===== src/rtl/mem_bus_arbiter_pkg.sv =====
// Shared types and constants for the memory bus arbiter and its round-robin picker.
package mem_bus_arbiter_pkg;

    typedef enum logic [1:0] {
        ST_IDLE   = 2'd0,
        ST_ACCESS = 2'd1,
        ST_DONE   = 2'd2
    } state_t;

    localparam int MEM_LAT_DEFAULT = 1;

    // Index width for n masters; a single master still needs a 1-bit index.
    function automatic int idx_width(input int n);
        return (n > 1) ? $clog2(n) : 1;
    endfunction

endpackage


===== src/rtl/mem_bus_arbiter_rr_picker.sv =====
// Combinational round-robin picker: first set request strictly after last_grant, wrapping around.
module rr_picker
    import mem_bus_arbiter_pkg::*;
#(
    parameter int NREQ = 2,
    localparam int IW  = idx_width(NREQ)
) (
    input  logic [NREQ-1:0] req,
    input  logic [IW-1:0]   last_grant,
    output logic [NREQ-1:0] pick,
    output logic [IW-1:0]   pick_idx,
    output logic            pick_valid
);

    // Two copies of req turn the wrap-around search into a straight upward scan.
    logic [2*NREQ-1:0] req_dbl;

    assign req_dbl = {req, req};

    always_comb begin
        // NOTE: every output gets a default before the search so no path leaves a latch behind.
        pick       = '0;
        pick_idx   = '0;
        pick_valid = 1'b0;
        for (int i = 1; i <= NREQ; i++) begin
            if (!pick_valid && req_dbl[int'(last_grant) + i]) begin
                pick_valid = 1'b1;
                if (int'(last_grant) + i >= NREQ) begin
                    pick_idx = IW'(int'(last_grant) + i - NREQ);
                    pick[int'(last_grant) + i - NREQ] = 1'b1;
                end else begin
                    pick_idx = IW'(int'(last_grant) + i);
                    pick[int'(last_grant) + i] = 1'b1;
                end
            end
        end
    end

endmodule


===== src/rtl/mem_bus_arbiter.sv =====
// Round-robin arbiter sharing one memory port between NREQ masters; one transaction at a time,
// strobes held MEM_LAT cycles, then a one-cycle ack to the owner. All outputs are registered.
module mem_bus_arbiter
    import mem_bus_arbiter_pkg::*;
#(
    parameter int NREQ    = 2,
    parameter int AW      = 16,
    parameter int DW      = 16,
    parameter int MEM_LAT = MEM_LAT_DEFAULT
) (
    input  logic               clk,
    input  logic               rst_b,
    input  logic [NREQ-1:0]    req,
    input  logic [NREQ-1:0]    we,
    input  logic [NREQ*AW-1:0] addr,
    input  logic [NREQ*DW-1:0] wdata,
    output logic [NREQ-1:0]    ack,
    output logic [DW-1:0]      rdata,
    output logic [NREQ-1:0]    grant,
    output logic               busy,
    output logic               read,
    output logic               write,
    output logic [AW-1:0]      address,
    output logic [DW-1:0]      mem_out,
    input  logic [DW-1:0]      mem_in
);

    localparam int            IW       = idx_width(NREQ);
    localparam int            CW       = $clog2(MEM_LAT + 1);
    localparam logic [CW-1:0] CNT_LAST = CW'(MEM_LAT - 1);

    state_t          state_q, state_d;
    logic [IW-1:0]   last_grant_q, last_grant_d;
    logic [CW-1:0]   cnt_q, cnt_d;
    logic            we_l_q, we_l_d;
    logic [NREQ-1:0] ack_d, grant_d;
    logic [DW-1:0]   rdata_d, mem_out_d;
    logic [AW-1:0]   address_d;
    logic            busy_d, read_d, write_d;

    logic [NREQ-1:0] pick;
    logic [IW-1:0]   pick_idx;
    logic            pick_valid;

    rr_picker #(
        .NREQ(NREQ)
    ) u_picker (
        .req       (req),
        .last_grant(last_grant_q),
        .pick      (pick),
        .pick_idx  (pick_idx),
        .pick_valid(pick_valid)
    );

    always_comb begin
        state_d      = state_q;
        last_grant_d = last_grant_q;
        cnt_d        = cnt_q;
        we_l_d       = we_l_q;
        ack_d        = '0;
        grant_d      = grant;
        rdata_d      = rdata;
        address_d    = address;
        mem_out_d    = mem_out;
        busy_d       = busy;
        read_d       = read;
        write_d      = write;

        case (state_q)
            ST_IDLE: begin
                cnt_d = '0;
                if (pick_valid) begin
                    // The winner's request is latched here; later changes on its inputs are ignored.
                    grant_d      = pick;
                    last_grant_d = pick_idx;
                    we_l_d       = we[pick_idx];
                    address_d    = addr[pick_idx*AW +: AW];
                    mem_out_d    = wdata[pick_idx*DW +: DW];
                    read_d       = ~we[pick_idx];
                    write_d      = we[pick_idx];
                    busy_d       = 1'b1;
                    state_d      = ST_ACCESS;
                end
            end
            ST_ACCESS: begin
                cnt_d = cnt_q + 1'b1;
                if (cnt_q == CNT_LAST) begin
                    if (!we_l_q) begin
                        rdata_d = mem_in;
                    end
                    read_d  = 1'b0;
                    write_d = 1'b0;
                    ack_d   = grant;
                    state_d = ST_DONE;
                end
            end
            ST_DONE: begin
                grant_d = '0;
                busy_d  = 1'b0;
                state_d = ST_IDLE;
            end
            default: begin
                state_d = ST_IDLE;
            end
        endcase
    end

    always_ff @(posedge clk or negedge rst_b) begin
        // NOTE: registers take non-blocking assignments so every flop samples pre-edge values.
        if (!rst_b) begin
            state_q      <= ST_IDLE;
            last_grant_q <= IW'(NREQ - 1);
            cnt_q        <= '0;
            we_l_q       <= 1'b0;
            ack          <= '0;
            grant        <= '0;
            rdata        <= '0;
            address      <= '0;
            mem_out      <= '0;
            busy         <= 1'b0;
            read         <= 1'b0;
            write        <= 1'b0;
        end else begin
            state_q      <= state_d;
            last_grant_q <= last_grant_d;
            cnt_q        <= cnt_d;
            we_l_q       <= we_l_d;
            ack          <= ack_d;
            grant        <= grant_d;
            rdata        <= rdata_d;
            address      <= address_d;
            mem_out      <= mem_out_d;
            busy         <= busy_d;
            read         <= read_d;
            write        <= write_d;
        end
    end

endmodule


===== config.mk =====
export PLATFORM = sky130hd
export DESIGN_NAME = mem_bus_arbiter
export DESIGN_NICKNAME = d
export VERILOG_FILES = /design/src/rtl/mem_bus_arbiter_pkg.sv /design/src/rtl/mem_bus_arbiter_rr_picker.sv /design/src/rtl/mem_bus_arbiter.sv
export SDC_FILE = /design/constraint.sdc
export NUM_CORES = 1
export LEC_CHECK = 0
export CAP_MARGIN = 10
export CORE_MARGIN = 3
export CORE_UTILIZATION = 41
export DETAILED_ROUTE_END_ITERATION = 6
export MAX_ROUTING_LAYER = met4
export PLACE_DENSITY = 0.81
export SLEW_MARGIN = 20
export SYNTH_ARGS = -nofsm -noshare
export SYNTH_HDL_FRONTEND = slang
export SYNTH_SLANG_ARGS = --single-unit

===== constraint.sdc =====
create_clock -name clk -period 2.15 [get_ports clk]
set_clock_uncertainty 0.2 [all_clocks]
set_input_delay 0.3225 -clock clk [delete_from_list [all_inputs] [get_ports clk]]
set_output_delay 0.3225 -clock clk [all_outputs]
set_load 0.005 [all_outputs]

# Word level (Yosys, flattened, before mapping)
# Index checks and enable logic that the tools add are counted.
# word_totals
mem_count	0
ram_bits	0
latch_bits	0
ff_bits	60
inputBits	86
mem_bits_ro	0
# classes
n_mul	0
shift	2
bitwise_logic	5
n_mux	41
n_eq_ne	4
div	0
add_sub_neg	5
reduce_logical	14
magnitude_cmp	13
# ops
operator	n
$ge A32 B1 Y1 const B	4
$lt A32 B3 Y1 const B	4
$ge A32 B3 Y1 const B	2
$shiftx A32 B6 Y16	2
$sub A32 B3 Y32 const B	2
$lt A32 B4 Y1 const B	1
$mux W1	20
$mux W2	9
$pmux W1 S2	4
$pmux W2 S2	2
$reduce_and A2 Y1	3
$reduce_and A3 Y1	2
$logic_and A1 B1 Y1	5
$bmux W1 S2	2
$demux W1 S1	4
$ne A2 B2 Y1 const B	2
$or A2 B2 Y2	2
$reduce_bool A2 Y1	2
$add A1 B2 Y3 const B	1
$lt A2 B3 Y1 const B	1
$not A1 Y1	3
$add A1 B1 Y2 const B	1
$eq A2 B1 Y1 const B	1
$eq A2 B2 Y1 const B	1
other kinds (4)	4

# Longest topological paths before layout
# depth
word_depth	13
ltp_mapped	6

# Hierarchy
# Synthesis repeated with hierarchy kept, for this count alone.
# unflattened
cells_unflattened	218
hier_area_um2	2616.3
# by_module_without_submodules
module	cells_each	area_each_um2	n_inst
mem_bus_arbiter	213	2583.7	1
rr_picker	5	32.5	1

# Worst setup path before layout
# Ideal clock, no wire load.
# synth_timing
path_type	reg-to-reg
from	register state_q[1]
to	register rdata[10]
setup_ps	125
path_stages_with_launch	6
period_less_slack_ps	1853
arrival_ps	1528
n_path_buf	2
required_ps	1825
setup_slack_ps	297
cell_sequence	dfrtp_1 > or3b_1 > buf_6 > nor2_8 > buf_12 > mux2_4
# synth_via
elab_chain_cells	2
# synth_rtl
item	line_no	rtl
start: declaration	mem_bus_arbiter.sv:32	state_t state_q, state_d;
start signal: assignment	mem_bus_arbiter.sv:124	state_q <= state_d;
$eq A2 B1 Y1	mem_bus_arbiter.sv:69	case (state_q)
$reduce_and A3 Y1 (no line)	--	
end signal: assignment	mem_bus_arbiter.sv:130	rdata <= rdata_d;
end: declaration	mem_bus_arbiter.sv:18	output logic [DW-1:0] rdata,
# No other way between the ends.
# A chain may end at the register's enable or synchronous reset.

# Worst setup path after layout
# layout_timing
from	register state_q[1]
to	register rdata[0]
# The elaborated chain is that of the path after synthesis.

==> results.md <==
- Run status: finished, final reports clean
- Sink Count: 60
- Crit path required time: roughly 2.2 ns
- Worst endpoint data arrival time: about 1.9 ns
- Worst hold-check path type: reg -> reg
- Post-placement cell area: between 4000 and 5000 sq um
- Core ar.: between 6000 and 7000 sq um
- DRC viols: 0
- R2R Setup Slk: between 0.2 and 0.25 ns
- Syn avg cell area: around 16 sq um
- Longest Clk Path Bufs: 2
- Post-Route M1 WL: 2.95 mm
- First-pass GRT wire length: 11.3 mm
- Sequential power share: between 30% and 40%
- P_leak: 2.03 nW
- Vias in the first global route: ~2200
- Reg2Reg Capture Point: rdata[0]
- RSZ-0062 raised after global routing: false
- Starting Density: 43.8%
- Post-Route WL: approximately 7 mm
- Total number of vias: 1969
- Top layer in use: met4
- Syn Nets: approximately 270
- Synth area leaders: dfrtp_1 (51%), mux2_4 (20%), mux2_2 (17%), buf_6 (2.3%), mux2i_1 (1.7%)
- Total CTS buffers: 9
- Post-CTS Hold Buffers: 1
- Antenna cells: 0
- Type of the worst setup path: reg -> reg
- Internal: 4.32 mW
- Layout Nets: 420
- Finished Core Util: 70.3%
- Via density: around 4.6
- Met3 WL: between 400 and 500 microns
- Setup violators final: 0
- First-iteration detailed-routing DRC count: between 50 and 60
- Setup TNS: 0 ns
- Row cnt: 29
- Filler cells: around 480
- Yosys top cell by area: dfrtp_1
- Share of cells above drive strength 1: about a third
- Max cap viols: 0
- Clock power share: between 10% and 20%
- Comb power frac: ~49%
- Psw: between 1.5 and 2 mW
- Layout Cells excl Fill: 432
- H-tree depth: 3
- Chip height: between 90 and 100 microns
- I/O Pins: 141
- Crit path capture type: register
- Post-synth cell types: 26
- GRT Total Usage: between 15 and 20%
- Setup Buffers After CTS: 0
- Placed cell count: around 420
- Worst skew pair latency: ~0.32 ns
- Sw frac: 27.5%
- Synth top area share: 51.0%
- Post-synthesis instance total: roughly 180
- Max Clk Rate: around 520 MHz
- Pwr dens: roughly 1300 nW/um^2
- Area growth, synth to finish: 60.4%
- Max-slew headroom: between 70% and 80%
- Largest net degree at the start of global routing: slightly above 60
- Yosys warns: 0
- PortBufs: 140
- Worst flop-to-flop path startpoint: state_q[1]
- Met2 Routed Length: between 3 and 4 mm
- Worst slew pin tran: 0.381 ns
- Routability cong.: just over 0.7
- Routed WL per cell: roughly 16 microns
- Final hold violations: 0
- Multi-input logic area: 1260 sq um
- Grt total ovfl: 0
- Worst hold start: last_grant_q
- Most frequent cells in the layout: clkdlybuf4s50_1 (139), dfrtp_1 (59), mux2_2 (43)
- Hold_ws: approximately 0.28 ns
- Clk slew on worst S/H paths: ~0.070 ns
- Reg area: about 1500 sq um
- Design area: ~4600 sq um
- Die area: about 8100 sq um
- Antenna-violating nets left: 0
- Chip width: roughly 90 microns
- R2R depth: 3
- 1st-pass router iterations: 4
- Hold Path Depth: 2
- CTS resizes: 0
- Initial antenna violation count: 0
- Max-slew violations: 0
- Register area share after synthesis: around half
- Max FO, Critical Path: 16
- CTS tree: built
- Synth Register Bits: 60
- Crit start category: register
- Dpl hpwl: 5.21 mm
- Peak VDD IR: 0.000690 V
- Netlist Area Pre-Place: ~2900 sq um
- Most common cell after layout, fill and taps aside: clkdlybuf4s50_1
- Part of the cycle the worst path needs: about 89%
- Tmin final: between 1.5 and 2 ns
- Endpoint, Worst Hold: last_grant_q
- Root buf cell: clkbuf_8
per-stage QoR:
step	worst slack, ns	total power [mW]
floorplan	0.297	3.48
global placement	0.0287	4.91
detailed placement	-0.0105	5.01
CTS	0.220	6.05
global route	0.181	6.31
finish	0.229	5.96
worst max-delay path by stage:
stage | from | endpoint | slack [ns] | cells after the start
after global routing | cnt_q | rdata[8] | 0.18 | 3
final | state_q[1] | rdata[0] | 0.23 | 3
after CTS | state_q[1] | rdata[8] | 0.22 | 3
after detailed placement | req[0] | address[13] | -0.01 | 5
after global placement | req[0] | address[12] | 0.03 | 5
after floorplan | state_q[1] | rdata[10] | 0.30 | 5
sequential cells by signal, summed over array words and instances, names as in the netlist:
name,count
we_l_q,1
write,1
cnt_q,1
grant,2
state_q,2
rdata,16
read,1
last_grant_q,1
ack,2
busy,1
mem_out,16
address,16
power groups by stage:
stage / logic, mW / registers, mW / clock network, mW
2_1_floorplan: 1.42 / 2.06 / 0
3_3_place_gp: 2.89 / 2.02 / 0
3_5_place_dp: 2.96 / 2.05 / 0
4_1_cts: 2.97 / 2.04 / 1.04
5_1_grt: 3.12 / 2.10 / 1.09
6_report: 2.92 / 2.03 / 1.01
cell type report:
| type | instances | share of cell area, % |
|---|---|---|
| Timing Repair Buffer | 150 | 33.1 |
| Sequential cell | 60 | 32.4 |
| Multi-Input combinational cell | 108 | 27.3 |
| Clock buffer | 11 | 3.26 |
| Tap cell | 93 | 2.51 |
| Clock inverter | 5 | 1.08 |
| Inverter | 5 | 0.404 |
routing by layer:
layer | vias to the layer above | track usage [%]
met5 | - | -
met4 | 0 | 5.74
met3 | 6 | 4.84
met2 | 82 | 29.2
met1 | 936 | 21.7
li1 | 945 | -
worst max-delay path, cell delays in order, from the launching register on:
cell and delay [ns]:
dfrtp_1 0.39, or3b_1 0.48, nor2_8 0.35, mux2_2 0.39
cell usage after synthesis (all sizes together):
| master | instances |
|---|---|
| a21oi | 1 |
| mux2i | 5 |
| mux2 | 81 |
| and2b | 2 |
| a211oi | 1 |
| and2 | 3 |
| dfrtp | 59 |
| o21ai | 1 |
| dfstp | 1 |
| or2b | 1 |
| buf | 10 |
| a21bo | 1 |
| or3b | 1 |
| nand2 | 4 |
| nor2 | 4 |
| nor3 | 1 |
| a2bb2oi | 1 |
| inv | 5 |
| a31o | 1 |
cells by family after synthesis:
logic type | count (synthesis) | share of synthesized area (%)
buffers and inverters | 15 | 4.37
AO/OA/AOI/OAI | 6 | 1.56
AND/OR/NAND/NOR | 16 | 3.98
flip-flops | 60 | 51.9
multiplexers | 86 | 38.2
No activity file was read; power rests on OpenSTA's default activity.
